--- src/rtl/dm_sized_if.sv ---
// Request/response bundle between the MEM stage (master) and dm_sized (slave).
interface dm_sized_if #(
  parameter int unsigned AW = 32
);
  logic          req_valid;
  logic          req_ready;
  logic          req_write;
  logic [1:0]    req_size;
  logic          req_unsigned;
  logic [AW-1:0] req_addr;
  logic [31:0]   req_wdata;
  logic          rsp_valid;
  logic [31:0]   rsp_rdata;
  logic          rsp_err;

  modport master (
    output req_valid, req_write, req_size, req_unsigned, req_addr, req_wdata,
    input  req_ready, rsp_valid, rsp_rdata, rsp_err
  );

  modport slave (
    input  req_valid, req_write, req_size, req_unsigned, req_addr, req_wdata,
    output req_ready, rsp_valid, rsp_rdata, rsp_err
  );
endinterface

--- src/rtl/dm_sized.sv ---
// Byte-addressed big-endian data memory with byte/half/word access, error checks,
// single-cycle registered responses and a word-per-cycle zero clear after reset.
module dm_sized #(
  parameter int unsigned DEPTH = 128,
  parameter int unsigned AW    = 32
) (
  input logic     clk,
  input logic     rst,
  dm_sized_if.slave bus
);
  localparam int unsigned IDXW  = $clog2(DEPTH);
  localparam int unsigned WORDS = DEPTH / 4;
  localparam int unsigned CW    = (WORDS > 1) ? $clog2(WORDS) : 1;

  typedef enum logic {CLEAR, RUN} stateT;

  stateT           state, stateNext;
  logic [CW-1:0]   clrCnt, clrCntNext;
  logic            readyQ, readyNext;
  logic            rspValidQ, rspValidNext;
  logic [31:0]     rdataQ, rdataNext;
  logic            errQ, errNext;

  // Word-organised storage; byte offset 0 lives in bits [31:24].
  logic [31:0]     mem [WORDS];

  logic            accept;
  logic            reqErr;
  logic [1:0]      byteOff;
  logic [CW-1:0]   wordIdx;
  logic [3:0]      wMask;
  logic [31:0]     wWord;
  logic [31:0]     shifted;
  logic [31:0]     loadVal;

  assign accept  = bus.req_valid && readyQ;
  assign byteOff = bus.req_addr[1:0];
  assign wordIdx = CW'(bus.req_addr >> 2);

  // Request legality: size, alignment and range.
  always_comb begin
    reqErr = 1'b0;
    if (bus.req_size == 2'b11)                              reqErr = 1'b1;
    if (bus.req_size == 2'b01 && byteOff[0])                reqErr = 1'b1;
    if (bus.req_size == 2'b10 && byteOff != 2'b00)          reqErr = 1'b1;
    if ((bus.req_addr >> IDXW) != '0)                       reqErr = 1'b1;
  end

  // Store lane enables and lane-replicated data.
  always_comb begin
    wMask = 4'b0000;
    wWord = bus.req_wdata;
    case (bus.req_size)
      2'b00: begin
        wMask = 4'b1000 >> byteOff;
        wWord = {4{bus.req_wdata[7:0]}};
      end
      2'b01: begin
        wMask = byteOff[1] ? 4'b0011 : 4'b1100;
        wWord = {2{bus.req_wdata[15:0]}};
      end
      2'b10:   wMask = 4'b1111;
      default: wMask = 4'b0000;
    endcase
  end

  // Load: shift the addressed byte/half to the top, then extend.
  always_comb begin
    shifted = mem[wordIdx] << {byteOff, 3'b000};
    case (bus.req_size)
      2'b00:   loadVal = bus.req_unsigned ? {24'h0, shifted[31:24]}
                                          : {{24{shifted[31]}}, shifted[31:24]};
      2'b01:   loadVal = bus.req_unsigned ? {16'h0, shifted[31:16]}
                                          : {{16{shifted[31]}}, shifted[31:16]};
      default: loadVal = mem[wordIdx];
    endcase
  end

  always_comb begin
    stateNext    = state;
    clrCntNext   = clrCnt;
    rspValidNext = 1'b0;
    rdataNext    = 32'h0;
    errNext      = 1'b0;
    case (state)
      CLEAR: begin
        if (clrCnt == CW'(WORDS - 1)) begin
          stateNext  = RUN;
          clrCntNext = '0;
        end else begin
          clrCntNext = clrCnt + CW'(1);
        end
      end
      RUN: begin
        if (accept) begin
          rspValidNext = 1'b1;
          errNext      = reqErr;
          if (!reqErr && !bus.req_write) rdataNext = loadVal;
        end
      end
      default: stateNext = CLEAR;
    endcase
    readyNext = (stateNext == RUN);
  end

  always_ff @(posedge clk) begin
    if (rst) begin
      state     <= CLEAR;
      clrCnt    <= '0;
      readyQ    <= 1'b0;
      rspValidQ <= 1'b0;
      rdataQ    <= 32'h0;
      errQ      <= 1'b0;
    end else begin
      state     <= stateNext;
      clrCnt    <= clrCntNext;
      readyQ    <= readyNext;
      rspValidQ <= rspValidNext;
      rdataQ    <= rdataNext;
      errQ      <= errNext;
    end
  end

  always_ff @(posedge clk) begin
    if (!rst) begin
      if (state == CLEAR) begin
        mem[clrCnt] <= 32'h0;
      end else if (accept && bus.req_write && !reqErr) begin
        for (int i = 0; i < 4; i++) begin
          if (wMask[i]) mem[wordIdx][8*i +: 8] <= wWord[8*i +: 8];
        end
      end
    end
  end

  assign bus.req_ready = readyQ;
  assign bus.rsp_valid = rspValidQ;
  assign bus.rsp_rdata = rdataQ;
  assign bus.rsp_err   = errQ;
endmodule

--- src/flat_wrapper.sv ---
// flat-port wrapper written by rule: the top's interface ports become plain ports
module dm_sized_flat 
#(
  parameter int unsigned DEPTH = 128,
  parameter int unsigned AW    = 32
)
  (clk, rst, bus_req_valid, bus_req_write, bus_req_size, bus_req_unsigned, bus_req_addr, bus_req_wdata, bus_req_ready, bus_rsp_valid, bus_rsp_rdata, bus_rsp_err);
  dm_sized_if #(.AW(AW)) bus_i ();
  input logic clk;
  input logic rst;
  input wire logic [$bits(bus_i.req_valid)-1:0] bus_req_valid;
  input wire logic [$bits(bus_i.req_write)-1:0] bus_req_write;
  input wire logic [$bits(bus_i.req_size)-1:0] bus_req_size;
  input wire logic [$bits(bus_i.req_unsigned)-1:0] bus_req_unsigned;
  input wire logic [$bits(bus_i.req_addr)-1:0] bus_req_addr;
  input wire logic [$bits(bus_i.req_wdata)-1:0] bus_req_wdata;
  output wire logic [$bits(bus_i.req_ready)-1:0] bus_req_ready;
  output wire logic [$bits(bus_i.rsp_valid)-1:0] bus_rsp_valid;
  output wire logic [$bits(bus_i.rsp_rdata)-1:0] bus_rsp_rdata;
  output wire logic [$bits(bus_i.rsp_err)-1:0] bus_rsp_err;
  assign bus_i.req_valid = bus_req_valid;
  assign bus_i.req_write = bus_req_write;
  assign bus_i.req_size = bus_req_size;
  assign bus_i.req_unsigned = bus_req_unsigned;
  assign bus_i.req_addr = bus_req_addr;
  assign bus_i.req_wdata = bus_req_wdata;
  assign bus_req_ready = bus_i.req_ready;
  assign bus_rsp_valid = bus_i.rsp_valid;
  assign bus_rsp_rdata = bus_i.rsp_rdata;
  assign bus_rsp_err = bus_i.rsp_err;
  dm_sized #(.DEPTH(DEPTH), .AW(AW)) u_core (.clk(clk), .rst(rst), .bus(bus_i));
endmodule
--- config.mk ---
export PLATFORM = sky130hd
export DESIGN_NAME = dm_sized_flat
export DESIGN_NICKNAME = d
export VERILOG_FILES = /design/src/rtl/dm_sized_if.sv /design/src/rtl/dm_sized.sv /design/src/flat_wrapper.sv
export SDC_FILE = /design/constraint.sdc
export NUM_CORES = 1
export LEC_CHECK = 0
export ABC_AREA = 1
export BUFFER_PORTS_ARGS = -buffer_cell sky130_fd_sc_hd__buf_2
export CORE_MARGIN = 1.5
export CORE_UTILIZATION = 50
export DETAILED_ROUTE_END_ITERATION = 6
export PLACE_DENSITY_LB_ADDON = 0.08
export SLEW_MARGIN = 5
export SYNTH_ARGS = -nofsm -noshare
export SYNTH_HDL_FRONTEND = slang
export SYNTH_SLANG_ARGS = --single-unit
--- constraint.sdc ---
create_clock -name clk -period 4.24 [get_ports clk]
set_clock_uncertainty 0.1 [all_clocks]
set_input_delay 0.212 -clock clk [delete_from_list [all_inputs] [get_ports clk]]
set_output_delay 0.212 -clock clk [all_outputs]
set_load 0.1 [all_outputs]
==> reports/qor.json <==
{
  "job": {
    "cap_violations": 0
  },
  "cts": {
    "htree_levels": 3,
    "clock_buffers_created_by_tritoncts": 108,
    "clockBufferDepth": 3,
    "cts_root_buf": "sky130_fd_sc_hd__clkbuf_16",
    "clk_latency_ps": 690,
    "cts.repair_timing.setup_buffer_count": 0,
    "cts.sinks": 1064,
    "clkTransAtPathRegs_ps": 70,
    "cts_tree": "yes"
  },
  "layout": {
    "drive_above_1_share": 0.122,
    "fillCellCount": 7353,
    "multi_input_comb_area_um2": 11600,
    "post-route-util": 0.579,
    "diodes": 0,
    "flip_flop_and_latch_area_um2": 31600,
    "finalNetCount": 4202,
    "fin_cells": 5373,
    "syn_to_final_growth_pct": 14.3
  },
  "timing": {
    "timing.setup.tns_ps": 0,
    "setup_ws_ps": 213,
    "grt_setup_unrepaired": "no",
    "setup-violations-final": 0,
    "finalHoldViolations": 0,
    "drv_slew": 0,
    "slew_at_the_pin_with_the_worst_max_slew_slack_ps": 1080,
    "achievable-frequency_mhz": 248,
    "timing.slew.headroom": 0.277,
    "period_minus_slack_ps": 4030,
    "fin_crit_sh": 0.950,
    "fin_hold_ws_ps": 44.2
  },
  "floorplan": {
    "core.rowCount": 108,
    "die_width_um": 300,
    "floorplan.io_pins": 106,
    "core_area_um2": 87200,
    "initial_utilization": 0.507,
    "design.die.area_um2": 90100,
    "die_height_um": 300
  },
  "synthesis": {
    "synthesis.area_per_instance_um2": 11.1,
    "yosys.area.top_type": "sky130_fd_sc_hd__edfxtp_1",
    "synth_seq_cells": 1064,
    "synth.lib_cells_used.distinct": 34,
    "synth_cells": 3988,
    "synthTopCellsByArea": "sky130_fd_sc_hd__edfxtp_1 (70%), sky130_fd_sc_hd__nand2_1 (12%), sky130_fd_sc_hd__nand3_1 (10%), sky130_fd_sc_hd__dfxtp_1 (1.8%), sky130_fd_sc_hd__nor2_1 (1.6%)",
    "synth_sequential_area_ratio": 0.714,
    "synth.yosys.warnings": 0,
    "synth_largest_type_area_fraction": 0.696,
    "synth_nets": 4061,
    "syn_area_um2": 44200
  },
  "critical_path": {
    "setup.worst_path.start": "u_core.state",
    "ff2ff_setup_slack_ps": 210,
    "critPathArrivalTime_ps": 4220,
    "critPathLaunchType": "flip-flop",
    "type_of_the_worst_setup_path": "flip-flop to flip-flop",
    "rr_startpoint": "u_core.state",
    "end_kind": "flip-flop",
    "critPathMaxFanout": 13,
    "r2r_path_end": "u_core.mem[6][19]",
    "worst-r2r-cell-count": 13,
    "cp_data_required_time_ps": 4430
  },
  "grt": {
    "gr-usage-all-layers": 0.297,
    "number_of_global_route_vias_before_repair": 29500,
    "grt_pass1_wl_um": 194000,
    "globalRouteOverflowTotal": 0,
    "grt_start_max_net_pins": 105,
    "grt_antenna_before_repair": 6
  },
  "power_and_ir_drop": {
    "power.sequential.fraction": 0.516,
    "power.switching_mw": 4.96,
    "comb_power_share": 0.058,
    "pwr_dens_nw_per_um2": 439,
    "switching_share": 0.224,
    "vdd_ir_drop_max_mv": 0.324,
    "p_int_mw": 17.2,
    "power.leakage_nw": 19.9,
    "pwr-share-clk": 0.427
  },
  "drt": {
    "firstDrtPassIters": 7,
    "drcViolationCount": 0,
    "vias_per_cell": 5.75,
    "wire_per_inst_um": 24.9,
    "drtAntennaViolNets": 0,
    "wl_um": 134000,
    "iteration_0_drc_count_of_the_detailed_router": 3925,
    "dr_total_vias": 30900
  },
  "placed_design": {
    "gpl.final_weighted_congestion": 0.953,
    "io_buffer_count": 105,
    "hpwlAfterDp_um": 83500,
    "place_worst_setup_slack_ps": 18.3,
    "place.detailed.instances": 5167
  },
  "min_path": {
    "hold_end": "u_core.mem[11][18]",
    "min_path_cells": 3,
    "hold_path.class": "primary input to flip-flop",
    "worstHoldStart": "bus_req_wdata[18]"
  },
  "outcome": {
    "outcome": "finished clean"
  }
}
-- sequential cells by signal, indices dropped and copies added, names as in the netlist --
signal	flops
u_core.bus.rsp_rdata	32
u_core.state	1
u_core.mem	1024
u_core.bus.rsp_valid	1
u_core.clrCnt	5
u_core.bus.rsp_err	1
-- kinds of logic after synthesis --
logic type,after synthesis,share of synthesized area
compound gates,92,0.0114
fa+ha+maj,2,0.000566
buf+inv,296,0.0271
flops,1064,0.714
simple gates,2534,0.247
-- per-stage QoR --
step	power (mW)	cell area [µm²]
after detailed placement	12.9	46900
after global placement	12.9	46900
after floorplan	12.4	44200
after CTS	22.2	50500
after global routing	22.7	50500
final	22.1	50500
-- worst max-delay path by stage --
stage	endpoint	slack, ps
CTS	u_core.mem[4][23]	220
floorplan	u_core.mem[0][16]	80
global placement	u_core.mem[4][18]	160
detailed placement	u_core.mem[4][21]	20
finish	u_core.mem[6][19]	210
global route	u_core.mem[4][23]	6
-- cells in the final DEF, fill, tap and decap left out, types with 2 or more instances in the layout --
cell,instances
sky130_fd_sc_hd__inv_2,11
sky130_fd_sc_hd__inv_6,3
sky130_fd_sc_hd__dlygate4sd3_1,7
sky130_fd_sc_hd__clkbuf_1,28
sky130_fd_sc_hd__o22ai_1,7
sky130_fd_sc_hd__clkinvlp_4,3
sky130_fd_sc_hd__buf_8,2
sky130_fd_sc_hd__nand3_1,906
sky130_fd_sc_hd__nand2_2,5
sky130_fd_sc_hd__clkbuf_8,7
sky130_fd_sc_hd__nand2_4,8
sky130_fd_sc_hd__ha_1,2
sky130_fd_sc_hd__nor2_1,158
sky130_fd_sc_hd__inv_16,2
sky130_fd_sc_hd__buf_2,102
sky130_fd_sc_hd__o21ai_2,2
sky130_fd_sc_hd__nor2_4,2
sky130_fd_sc_hd__a21oi_1,48
sky130_fd_sc_hd__inv_8,2
sky130_fd_sc_hd__buf_4,149
sky130_fd_sc_hd__inv_1,28
sky130_fd_sc_hd__inv_4,2
sky130_fd_sc_hd__clkinv_2,19
sky130_fd_sc_hd__nand3_2,3
sky130_fd_sc_hd__o21ai_0,25
sky130_fd_sc_hd__nand2_1,1356
sky130_fd_sc_hd__nor2_2,35
sky130_fd_sc_hd__clkinv_1,16
sky130_fd_sc_hd__clkbuf_16,110
sky130_fd_sc_hd__a211oi_4,7
sky130_fd_sc_hd__nor3_1,53
sky130_fd_sc_hd__dfxtp_1,40
sky130_fd_sc_hd__edfxtp_1,1024
sky130_fd_sc_hd__nand3_4,2
sky130_fd_sc_hd__bufinv_16,9
sky130_fd_sc_hd__clkbuf_4,2
sky130_fd_sc_hd__buf_12,23
-- cell type report --
| class | instances | share of cell area |
|---|---|---|
| multi-input combinational | 2628 | 0.230 |
| inverter | 44 | 0.00367 |
| tap | 1155 | 0.0286 |
| sequential | 1064 | 0.625 |
| clock buffer | 147 | 0.0588 |
| clock inverter | 52 | 0.0107 |
| timing repair buffer | 283 | 0.0434 |
-- per-layer routing --
metal | vias to the layer above | track usage | share of wire
met5 | - | 0 | 0
met4 | 0 | 0.119 | 0.037
met3 | 222 | 0.0558 | 0.095
met2 | 1581 | 0.454 | 0.45
met1 | 14900 | 0.422 | 0.42
li1 | 14200 | - | -
-- power by group through the flow --
| stage | clock, mW | combinational [mW] | sequential [mW] |
|---|---|---|---|
| final | 9.45 | 1.28 | 11.4 |
| after global routing | 9.93 | 1.36 | 11.4 |
| after CTS | 9.54 | 1.25 | 11.4 |
| after detailed placement | 0 | 1.24 | 11.6 |
| after global placement | 0 | 1.24 | 11.6 |
| after floorplan | 0 | 0.722 | 11.6 |
-- cells in the mapped netlist --
master and instances:
sky130_fd_sc_hd__nand2_1 1356, sky130_fd_sc_hd__edfxtp_1 1024, sky130_fd_sc_hd__nand3_1 906, sky130_fd_sc_hd__nor2_1 190, sky130_fd_sc_hd__clkbuf_1 153, sky130_fd_sc_hd__nor3_1 54, sky130_fd_sc_hd__buf_1 50, sky130_fd_sc_hd__a21oi_1 49
sky130_fd_sc_hd__buf_2 45, sky130_fd_sc_hd__dfxtp_1 40, sky130_fd_sc_hd__inv_1 30, sky130_fd_sc_hd__o21ai_0 25, sky130_fd_sc_hd__inv_2 12, sky130_fd_sc_hd__nand2_4 8, sky130_fd_sc_hd__a211oi_1 7, sky130_fd_sc_hd__o22ai_1 7
sky130_fd_sc_hd__nand2_2 5, sky130_fd_sc_hd__buf_6 3, sky130_fd_sc_hd__nand3_2 3, sky130_fd_sc_hd__nor2_2 3, sky130_fd_sc_hd__ha_1 2, sky130_fd_sc_hd__nand3_4 2, sky130_fd_sc_hd__nor2_4 2, sky130_fd_sc_hd__o21ai_2 2
sky130_fd_sc_hd__a32o_1 1, sky130_fd_sc_hd__and2_1 1, sky130_fd_sc_hd__buf_4 1, sky130_fd_sc_hd__clkinv_1 1, sky130_fd_sc_hd__inv_4 1, sky130_fd_sc_hd__nand3b_1 1, sky130_fd_sc_hd__nor2_8 1, sky130_fd_sc_hd__nor3_4 1
sky130_fd_sc_hd__nor3b_1 1, sky130_fd_sc_hd__o21bai_1 1
-- worst max-delay path, cell delays in order, from the launching register on --
cell and delay (ps):
sky130_fd_sc_hd__dfxtp_1 420, sky130_fd_sc_hd__inv_1 130, sky130_fd_sc_hd__nor2_1 250, sky130_fd_sc_hd__nand2_1 160, sky130_fd_sc_hd__o21bai_1 180, sky130_fd_sc_hd__inv_1 90, sky130_fd_sc_hd__o21ai_2 80, sky130_fd_sc_hd__nand2_2 320
sky130_fd_sc_hd__inv_2 130, sky130_fd_sc_hd__nand2_1 110, sky130_fd_sc_hd__nand2_2 130, sky130_fd_sc_hd__nor2_2 290, sky130_fd_sc_hd__nand3_1 500, sky130_fd_sc_hd__nor2_1 770
-- timing repair --
action,CTS,global route
endpoints found under the hold margin,28,0
hold buffers,7,0
endpoints found under the setup margin,0,51
gates resized for setup,0,8
(Power assumes the default switching activity.)
